[config.mk]
export PLATFORM = sky130hd
export DESIGN_NAME = fetch_queue_flat
export DESIGN_NICKNAME = d
export VERILOG_FILES = /design/src/rtl/fetch_queue_if.sv /design/src/rtl/fetch_queue.sv /design/src/flat_wrapper.sv
export SDC_FILE = /design/constraint.sdc
export NUM_CORES = 1
export LEC_CHECK = 0
export ABC_CLOCK_PERIOD_IN_PS = 6100
export CAP_MARGIN = 15
export CORE_MARGIN = 5
export CORE_UTILIZATION = 35
export DETAILED_ROUTE_END_ITERATION = 10
export GPL_TIMING_DRIVEN = 0
export SYNTH_ARGS = -nofsm -noshare
export SYNTH_HDL_FRONTEND = slang
export SYNTH_SLANG_ARGS = --single-unit
[constraint.sdc]
create_clock -name clk -period 6.1 [get_ports clk]
set_input_delay 0.915 -clock clk [delete_from_list [all_inputs] [get_ports clk]]
set_output_delay 0.915 -clock clk [all_outputs]
set_load 0.01 [all_outputs]
[src/rtl/fetch_queue_if.sv]
// Fetch front-end bus: instruction-memory request/ack port, ID-stage
// control (redirect/stall) and the head-of-queue view presented to IF/ID.
interface fetch_queue_if;
    logic        mem_req;
    logic [31:0] mem_addr;
    logic        mem_ack;
    logic [31:0] mem_rdata;

    logic        redirect;
    logic [31:0] redirect_addr;
    logic        stall;

    logic        out_valid;
    logic [31:0] out_instr;
    logic [31:0] out_pc_plus4;

    // The fetch queue itself drives requests and the head entry
    modport master (
        output mem_req,
        output mem_addr,
        input  mem_ack,
        input  mem_rdata,
        input  redirect,
        input  redirect_addr,
        input  stall,
        output out_valid,
        output out_instr,
        output out_pc_plus4
    );

    // Memory plus decode stage as seen from outside the queue
    modport slave (
        input  mem_req,
        input  mem_addr,
        output mem_ack,
        output mem_rdata,
        output redirect,
        output redirect_addr,
        output stall,
        input  out_valid,
        input  out_instr,
        input  out_pc_plus4
    );
endinterface

[src/rtl/fetch_queue.sv]
// Instruction fetch front end: one-outstanding request engine to a
// multi-cycle instruction memory feeding a DEPTH-entry prefetch FIFO that
// presents {instruction, pc+4} to the IF/ID register.
module fetch_queue #(
    parameter int          DEPTH    = 4,
    parameter logic [31:0] RESET_PC = 32'h0000_0000
) (
    input  logic          clk,
    input  logic          rst_n,
    fetch_queue_if.master bus
);

    localparam int PTR_W = $clog2(DEPTH);

    localparam logic [PTR_W:0]   CNT_ONE   = (PTR_W+1)'(1);
    localparam logic [PTR_W:0]   CNT_DEPTH = (PTR_W+1)'(DEPTH);
    localparam logic [PTR_W-1:0] PTR_ONE   = PTR_W'(1);

    typedef enum logic [1:0] {
        S_IDLE    = 2'd0,
        S_WAIT    = 2'd1,
        S_DISCARD = 2'd2
    } state_t;

    state_t           r_state;
    logic [31:0]      r_fetchPc;
    logic             r_memReq;
    logic [31:0]      r_memAddr;

    logic [31:0]      r_instrStore [DEPTH];
    logic [31:0]      r_pcStore    [DEPTH];
    logic [PTR_W-1:0] r_head;
    logic [PTR_W-1:0] r_tail;
    logic [PTR_W:0]   r_count;

    logic [31:0]      w_redirectAddr;
    logic [31:0]      w_pcPlus4;
    logic [31:0]      w_discardTarget;
    logic             w_ack;
    logic             w_push;
    logic             w_pop;
    logic             w_valid;
    logic             w_credit;
    logic [PTR_W:0]   w_countNext;
    logic             w_unused;

    // Low target bits are architecturally ignored; fetches are word aligned
    assign w_redirectAddr = {bus.redirect_addr[31:2], 2'b00};
    assign w_unused       = &{1'b0, bus.redirect_addr[1:0]};

    assign w_pcPlus4 = r_memAddr + 32'd4;

    // An ack only means something while a request is actually out
    assign w_ack = bus.mem_ack && r_memReq;

    // Data is kept only for a wanted request and never in a flush cycle
    assign w_push = w_ack && (r_state == S_WAIT) && !bus.redirect;

    assign w_valid = (r_count != '0);
    assign w_pop   = w_valid && !bus.stall && !bus.redirect;

    // A stale request completing in DISCARD restarts at the newest target
    assign w_discardTarget = bus.redirect ? w_redirectAddr : r_fetchPc;

    // Occupancy after this cycle's push, pop or flush
    always_comb begin
        w_countNext = r_count;
        if (bus.redirect) begin
            w_countNext = '0;
        end else if (w_push && !w_pop) begin
            w_countNext = r_count + CNT_ONE;
        end else if (!w_push && w_pop) begin
            w_countNext = r_count - CNT_ONE;
        end
    end

    // Issuing only happens when no other request remains in flight, so the
    // post-update occupancy alone decides whether a new slot can be reserved
    assign w_credit = (w_countNext < CNT_DEPTH);

    // Head entry, forced to zero while the queue is empty
    assign bus.out_valid    = w_valid;
    assign bus.out_instr    = w_valid ? r_instrStore[r_head] : 32'd0;
    assign bus.out_pc_plus4 = w_valid ? r_pcStore[r_head]    : 32'd0;

    assign bus.mem_req  = r_memReq;
    assign bus.mem_addr = r_memAddr;

    // FIFO payload storage; contents only matter under a valid pointer range
    always_ff @(posedge clk) begin
        if (w_push) begin
            r_instrStore[r_tail] <= bus.mem_rdata;
            r_pcStore[r_tail]    <= w_pcPlus4;
        end
    end

    // FIFO pointers and occupancy, emptied outright on a redirect
    always_ff @(posedge clk or negedge rst_n) begin
        if (!rst_n) begin
            r_head  <= '0;
            r_tail  <= '0;
            r_count <= '0;
        end else begin
            r_count <= w_countNext;
            if (bus.redirect) begin
                r_head <= '0;
                r_tail <= '0;
            end else begin
                if (w_push) begin
                    r_tail <= r_tail + PTR_ONE;
                end
                if (w_pop) begin
                    r_head <= r_head + PTR_ONE;
                end
            end
        end
    end

    // Request engine: issue, wait for the ack, or discard a stale response
    always_ff @(posedge clk or negedge rst_n) begin
        if (!rst_n) begin
            r_state   <= S_IDLE;
            r_fetchPc <= RESET_PC;
            r_memReq  <= 1'b0;
            r_memAddr <= RESET_PC;
        end else begin
            case (r_state)
                S_IDLE: begin
                    if (bus.redirect) begin
                        r_fetchPc <= w_redirectAddr;
                    end
                    if (w_credit) begin
                        r_memReq  <= 1'b1;
                        r_memAddr <= bus.redirect ? w_redirectAddr : r_fetchPc;
                        r_state   <= S_WAIT;
                    end else begin
                        r_memReq <= 1'b0;
                    end
                end

                S_WAIT: begin
                    if (w_ack) begin
                        if (bus.redirect) begin
                            r_fetchPc <= w_redirectAddr;
                            r_memAddr <= w_redirectAddr;
                            r_memReq  <= 1'b1;
                        end else begin
                            r_fetchPc <= w_pcPlus4;
                            if (w_credit) begin
                                r_memAddr <= w_pcPlus4;
                                r_memReq  <= 1'b1;
                            end else begin
                                r_memReq <= 1'b0;
                                r_state  <= S_IDLE;
                            end
                        end
                    end else if (bus.redirect) begin
                        r_fetchPc <= w_redirectAddr;
                        r_state   <= S_DISCARD;
                    end
                end

                S_DISCARD: begin
                    if (w_ack) begin
                        r_fetchPc <= w_discardTarget;
                        r_memAddr <= w_discardTarget;
                        r_memReq  <= 1'b1;
                        r_state   <= S_WAIT;
                    end else if (bus.redirect) begin
                        r_fetchPc <= w_redirectAddr;
                    end
                end

                default: begin
                    r_memReq <= 1'b0;
                    r_state  <= S_IDLE;
                end
            endcase
        end
    end

endmodule

[src/flat_wrapper.sv]
// flat-port wrapper written by rule: the top's interface ports become plain ports
module fetch_queue_flat 
#(
    parameter int          DEPTH    = 4,
    parameter logic [31:0] RESET_PC = 32'h0000_0000
)
  (clk, rst_n, bus_mem_req, bus_mem_addr, bus_mem_ack, bus_mem_rdata, bus_redirect, bus_redirect_addr, bus_stall, bus_out_valid, bus_out_instr, bus_out_pc_plus4);
  fetch_queue_if bus_i ();
  input  logic clk;
  input  logic rst_n;
  output wire logic [$bits(bus_i.mem_req)-1:0] bus_mem_req;
  output wire logic [$bits(bus_i.mem_addr)-1:0] bus_mem_addr;
  input wire logic [$bits(bus_i.mem_ack)-1:0] bus_mem_ack;
  input wire logic [$bits(bus_i.mem_rdata)-1:0] bus_mem_rdata;
  input wire logic [$bits(bus_i.redirect)-1:0] bus_redirect;
  input wire logic [$bits(bus_i.redirect_addr)-1:0] bus_redirect_addr;
  input wire logic [$bits(bus_i.stall)-1:0] bus_stall;
  output wire logic [$bits(bus_i.out_valid)-1:0] bus_out_valid;
  output wire logic [$bits(bus_i.out_instr)-1:0] bus_out_instr;
  output wire logic [$bits(bus_i.out_pc_plus4)-1:0] bus_out_pc_plus4;
  assign bus_mem_req = bus_i.mem_req;
  assign bus_mem_addr = bus_i.mem_addr;
  assign bus_i.mem_ack = bus_mem_ack;
  assign bus_i.mem_rdata = bus_mem_rdata;
  assign bus_i.redirect = bus_redirect;
  assign bus_i.redirect_addr = bus_redirect_addr;
  assign bus_i.stall = bus_stall;
  assign bus_out_valid = bus_i.out_valid;
  assign bus_out_instr = bus_i.out_instr;
  assign bus_out_pc_plus4 = bus_i.out_pc_plus4;
  fetch_queue #(.DEPTH(DEPTH), .RESET_PC(RESET_PC)) u_core (.clk(clk), .rst_n(rst_n), .bus(bus_i));
endmodule
==> flow_metrics.env, run 1 <==
export IMPL_fin_cells=1720
export IMPL_p_comb_share_pct=24.6
export IMPL_finalClockSkew_ns=0.0229
export IMPL_post_route_drc_count=0
export IMPL_vias=9175
export IMPL_p_switching_mw=1.67
export IMPL_fin_crit_ns=4.21
export IMPL_synthFlopType="edfxtp_1"
export IMPL_start_kind="flip-flop"
export IMPL_htree_levels=2
export IMPL_status="completed"
export IMPL_worst_slew_pin_slew_ns=0.926
export IMPL_grt_usage_pct=16.7
export IMPL_ys_warn_count=0
export IMPL_path_delay_family="buffers and inverters"
export IMPL_min_path_type="input pin to async pin"
export IMPL_p_clk_share_pct=35.7
export IMPL_cts_repair_resized=0
export IMPL_io_pins=167
export IMPL_post_place_cells=1653
export IMPL_finalHoldViolCount=0
export IMPL_crit_path_start="u_core.r_head[0]"
export IMPL_leakage_nw=6.19
export IMPL_pwr_share_seq_pct=39.7
export IMPL_slew_headroom_pct=38.3
export IMPL_die_width_um=213
export IMPL_worstReg2RegStart="u_core.r_state[1]"
export IMPL_nets=1237
export IMPL_drt_wl_total_um=38200
export IMPL_clock_latency_ns=0.53
export IMPL_fin_setup_tns_ns=0
export IMPL_die_y_um=213
export IMPL_setup_viol=0
export IMPL_vias_per_cell=5.33
export IMPL_syn_instance_count=953
export IMPL_cts_clk_slew_worst_paths_ns=0.06
export IMPL_grt_max_degree=49
export IMPL_overflow=0
export IMPL_rsz0062_at_grt="false"
export IMPL_antenna_found_initial=0
export IMPL_clock_path_buffers=3
export IMPL_final_cell_mix="256 x edfxtp_1, 162 x clkdlybuf4s50_1, 74 x dfrtp_1"
export IMPL_crit_fanout=10
export IMPL_diodes=0
export IMPL_r2r_end="u_core.r_fetchPc[8]"
export IMPL_syn_num_nets=1030
export IMPL_slew_violations=0
export IMPL_worstSetupPathType="flip-flop to primary output"
export IMPL_numCtsBuffers=37
export IMPL_drive_above_1_share_pct=14.6
export IMPL_crit_arrival_ns=3.30
export IMPL_timing_final_crit_share_pct=69.0
export IMPL_syn2layout_area_growth_pct=25.5
export IMPL_fmax_mhz=237
export IMPL_async_flop_share_pct=22.4
export IMPL_io_buffers=163
export IMPL_drt_iter0_drc=920
export IMPL_p_int_mw=4.64
export IMPL_root_buffer="clkbuf_16"
export IMPL_wl_per_cell_um=22.2
export IMPL_synth_seq_cells=330
export IMPL_yosys_cell_types_count=63
export IMPL_cp_data_required_time_ns=5.18
export IMPL_core_um2=40800
export IMPL_drt_first_pass_iters=5
export IMPL_crit_slowest_cell="buf_1"
export IMPL_die_area_um2=45400
export IMPL_crit_path_end="bus_out_pc_plus4[30]"
export IMPL_cp_end_kind="primary output"
export IMPL_vdd_ir_drop_max_mv=0.185
export IMPL_grt_pass1_wl_um=57900
export IMPL_ant_nets=0
export IMPL_critPathBufInv=3
export IMPL_syn_area_um2=14400
export IMPL_r2r_slack_ns=2.90
export IMPL_power_density_nw_per_um2=348
export IMPL_crit_cells=5
export IMPL_hold_buffers=0
export IMPL_synth_seq_area_share_pct=66.1
export IMPL_final_common_cell="edfxtp_1"
export IMPL_ff2ff_path_depth=7
export IMPL_place_hpwl_um=26200
export IMPL_syn_avg_cell_area_um2=15.1
export IMPL_critPathMaxStageDelay_ns=0.63
export IMPL_tritoncts="built"
export IMPL_maxCapViolCount=0
export IMPL_worstPathCellList="buf_1 -> buf_2 -> mux4_2 -> and2_1 -> clkdlybuf4s50_1"
export IMPL_num_rows=74
export IMPL_grt_pass1_vias=9271
export IMPL_gp_congestion=0.885
export IMPL_postCtsSetupBuffers=0
export IMPL_clock_sinks=330
export IMPL_fillCellCount=3668
export IMPL_power_switching_share_pct=26.4
export IMPL_synth_enable_flop_cells=256
export IMPL_start_util_pct=35.3
## per-layer routing
| metal | GRT usage (%) | wire length, um | vias to the layer above |
|---|---|---|---|
| met1 | 23.7 | 16700 | 4649 |
| met5 | 0 | 0 | - |
| met2 | 26.1 | 17800 | 344 |
| met4 | 4.70 | 999 | 0 |
| met3 | 3.67 | 2750 | 68 |
| li1 | - | - | 4114 |
## stage by stage
stage                     util (%)  cell area [um^2]  hold WS, ns  worst slack (ns)  power [mW]
after floorplan                  -             14400        0.459              2.60        3.37
after global placement        41.0             16700        0.475             0.435        4.14
after detailed placement      41.3             16900        0.484              2.30        4.15
after CTS                     44.4             18100        0.322              1.71        6.42
after global routing          44.4             18100        0.340              1.58        6.62
final                         44.4             18100        0.322              1.89        6.31
## flip-flops by register name, summed over array words and instances, names as in the netlist
signal               cells
u_core.bus.mem_addr     32
u_core.bus.mem_req       1
u_core.r_count           3
u_core.r_fetchPc        32
u_core.r_head            2
u_core.r_instrStore    128
u_core.r_pcStore       128
u_core.r_state           2
u_core.r_tail            2
## cells in the mapped netlist, drive strengths merged, types with 20 or more instances
cell type  number  area share [%]
a21oi          22            0.76
and2           67             2.9
and3           22            0.95
buf            21            0.75
clkbuf         38            0.99
dfrtp          74              13
edfxtp        256              53
inv            24            0.62
mux4           64              10
nand2          57             1.5
nand3          20            0.69
nor2           57             1.5
o21ai          35             1.2
xnor2          26             1.6
## worst register-to-register path: cells and delay by family (launching register included)
kind / cells / cell delay [ns]
buf+inv: 2 / 0.63
flops: 1 / 0.41
simple gates: 4 / 1.95
compound gates: 1 / 0.14
## area by class of cell
| class | count | area [um^2] | share of cell area [%] |
|---|---|---|---|
| Clock inverter | 23 | 236 | 1.31 |
| Multi-Input combinational cell | 538 | 4570 | 25.2 |
| Inverter | 26 | 97.6 | 0.539 |
| Buffer | 59 | 250 | 1.38 |
| Clock buffer | 44 | 1000 | 5.55 |
| Tap cell | 532 | 666 | 3.67 |
| Sequential cell | 330 | 9540 | 52.6 |
| Timing Repair Buffer | 168 | 1760 | 9.71 |
## power by group through the flow
| stage | Clock, mW | Sequential [mW] | Combinational, mW |
|---|---|---|---|
| 6_report | 2.25 | 2.50 | 1.55 |
| 5_1_grt | 2.41 | 2.51 | 1.69 |
| 4_1_cts | 2.31 | 2.50 | 1.61 |
| 3_5_place_dp | 0 | 2.55 | 1.60 |
| 3_3_place_gp | 0 | 2.55 | 1.59 |
| 2_1_floorplan | 0 | 2.54 | 0.832 |
## kinds of logic (layout without fill, tap and decap cells)
logic type | Yosys count | count (layout) | share of synthesized area [%]
adders and majority gates | 10 | 10 | 0.832
DFF | 330 | 330 | 66.1
and+or+nand+nor | 252 | 252 | 9.30
AOI/OAI and AO/OA | 162 | 162 | 7.98
buffers and inverters | 85 | 320 | 2.41
muxes | 81 | 81 | 11.4
xor gates and xnor gates | 33 | 33 | 2.00
## worst min path at each step
stage,from,endpoint,cells past startpoint
finish,rst_n,u_core.bus.mem_addr[30],1
global route,rst_n,u_core.bus.mem_addr[29],1
CTS,rst_n,u_core.r_fetchPc[21],1
detailed placement,u_core.r_fetchPc[3],u_core.r_fetchPc[3],2
global placement,u_core.r_fetchPc[0],u_core.bus.mem_addr[0],1
floorplan,u_core.r_fetchPc[3],u_core.r_fetchPc[3],2
Note: power is estimated with default switching activity, not from simulation.
==> run 2: changes to the inputs <==
Settings changed: ABC_CLOCK_PERIOD_IN_PS 6100 to 3600.
Clock period 6.1 ns to 3.6 ns, I/O delays scaled along.
==> run 2 against run 1 <==
Final cell count about the same. Clock-buffer cell count is the same. Sequential power grew 70%. Setup slack worse by 1.7 ns. Sequential cell count unchanged. Wire length decreased by 0.14%. Sequential share of layout area shrank 0.11 points. Die area unchanged. Critical endpoint is now bus_out_pc_plus4[13].
==> flow_metrics.env, run 2 (synthesized netlist as in run 1, its figures left out) <==
export IMPL_status="completed"
export IMPL_htree_levels=2
export IMPL_drt_wl_total_um=38200
export IMPL_ant_nets=0
export IMPL_die_y_um=213
export IMPL_grt_pass1_wl_um=57900
export IMPL_grt_max_degree=49
export IMPL_placed_area_um2=16900
export IMPL_timing_final_crit_share_pct=94.2
export IMPL_wl_per_cell_um=22.2
export IMPL_clock_latency_ns=0.53
export IMPL_cts_clk_slew_worst_paths_ns=0.06
export IMPL_cp_data_required_time_ns=3.06
export IMPL_final_area_um2=18200
export IMPL_die_area_um2=45400
export IMPL_drive_above_1_share_pct=15.6
export IMPL_fin_crit_ns=3.39
export IMPL_clock_sinks=330
export IMPL_numCtsBuffers=37
export IMPL_path_delay_family="buffers and inverters"
export IMPL_drt_iter0_drc=938
export IMPL_vias=9160
export IMPL_place_hpwl_um=26200
export IMPL_die_width_um=213
export IMPL_start_util_pct=35.3
export IMPL_clock_path_buffers=3
export IMPL_grt_use_met1_pct=23.6
export IMPL_diodes=0
export IMPL_start_kind="flip-flop"
export IMPL_drt_first_pass_iters=5
export IMPL_vdd_ir_drop_max_mv=0.313
export IMPL_io_pins=167
export IMPL_nets=1238
export IMPL_io_buffers=163
export IMPL_top_usage_layer="met2"
export IMPL_crit_fanout=10
export IMPL_num_rows=74
export IMPL_post_place_cells=1653
export IMPL_post_route_drc_count=0
export IMPL_rsz0062_at_grt="false"
export IMPL_maxCapViolCount=0
export IMPL_overflow=0
export IMPL_critPathMaxStageDelay_ns=0.54
export IMPL_antenna_found_initial=0
export IMPL_fillCellCount=3659
export IMPL_slew_violations=0
export IMPL_cp_end_kind="primary output"
export IMPL_postCtsSetupBuffers=0
export IMPL_power_density_nw_per_um2=590
export IMPL_reg_top3="u_core.r_instrStore (128), u_core.r_pcStore (128)"
export IMPL_finalHoldViolCount=0
export IMPL_fin_setup_tns_ns=0
export IMPL_core_um2=40800
export IMPL_critPathBufInv=3
export IMPL_final_cell_mix="256 x edfxtp_1, 162 x clkdlybuf4s50_1, 74 x dfrtp_1"
export IMPL_worstPathCellList="clkbuf_2 -> clkbuf_1 -> mux4_2 -> and2_1 -> clkdlybuf4s50_1"
export IMPL_tritoncts="built"
export IMPL_grt_usage_pct=16.7
export IMPL_crit_slowest_cell="clkbuf_1"
export IMPL_final_common_cell="edfxtp_1"
export IMPL_fin_cells=1721
export IMPL_vias_per_cell=5.32
export IMPL_use_met2_pct=26.1
export IMPL_worst_slew_pin_slew_ns=0.943
export IMPL_fmax_mhz=295
export IMPL_grt_pass1_vias=9270
export IMPL_leakage_nw=6.24
export IMPL_whs_ns=0.466
export IMPL_crit_arrival_ns=2.85
export IMPL_min_path_type="input pin to flip-flop"
export IMPL_root_buffer="clkbuf_16"
export IMPL_worstSetupPathType="flip-flop to primary output"
export IMPL_grt_use_met3_pct=3.67
export IMPL_gp_congestion=0.885
export IMPL_slew_headroom_pct=36.6
export IMPL_finalClockSkew_ns=0.0249
export IMPL_setup_viol=0
export IMPL_syn2layout_area_growth_pct=25.8
-- run 2: cell types whose count changed in the layout (fill, tap and decap cells not counted) --
cell	before	now
clkbuf_2	0	10
clkbuf_1	42	34
buf_2	11	9
dlygate4sd3_1	0	1
buf_4	3	7
nor2b_2	0	1
buf_1	7	3
nor2b_1	1	0
-- run 2: stage by stage --
stage	setup slack (ns)	power, mW	util, %
CTS	0.0204	10.9	44.5
detailed placement	0.171	7.03	41.3
floorplan	0.479	5.72	-
global route	0.0539	11.2	44.5
finish	0.209	10.7	44.5
global placement	-1.69	7.01	41.0
-- run 2: path summary, 6_finish.rpt --
| check | startpoint | end | slack, ns | cells after the start |
|---|---|---|---|---|
| min in group asynchronous | rst_n | u_core.bus.mem_addr[30] | 0.49 | 2 |
| min reg2reg | u_core.r_fetchPc[0] | u_core.r_fetchPc[0] | 0.50 | 1 |
| min | bus_redirect | u_core.r_count[2] | 0.47 | 2 |
| max in group asynchronous | rst_n | u_core.r_fetchPc[7] | 2.50 | 3 |
| max | u_core.r_head[1] | bus_out_pc_plus4[13] | 0.21 | 5 |
| max reg2reg | u_core.r_state[1] | u_core.r_fetchPc[8] | 0.42 | 7 |
-- run 2: metal layers --
layer,vias to the layer above,wire [um],share of wire [%]
li1,4113,-,-
met1,4632,16400,43
met2,350,17900,47
met3,65,2820,7.4
met4,0,971,2.5
met5,-,0,0
-- run 2: what timing repair did --
item	CTS	global route
hold buffers	1	0
endpoints found under the hold margin	28	0
pin swaps	0	0
gates resized for setup	12	14
setup endpoints to repair	59	48
-- run 2: where the power goes --
part	total [mW]	leakage, nW	switching [mW]	internal [mW]
Clock	3.81	0.603	1.52	2.29
Combinational	2.66	2.42	1.23	1.42
Sequential	4.24	3.22	0.0688	4.18
Total	10.7	6.24	2.82	7.89
-- run 2: worst register-to-register path, delay by kind of cell (launching register included) --
family	cells	cell delay [ns]
AOI/OAI and AO/OA	1	0.14
and+or+nand+nor	4	1.95
DFF	1	0.40
buffers and inverters	2	0.62
-- run 2: final cells by class --
class	instances	area, um^2	area share, %
repair buffers	169	1770	9.74
inverters	26	97.6	0.538
plain buffers	59	275	1.52
well taps	532	666	3.67
flip-flops and latches	330	9540	52.5
clock inverters	23	236	1.30
multi-input cells	538	4570	25.2
clock buffers	44	1000	5.53
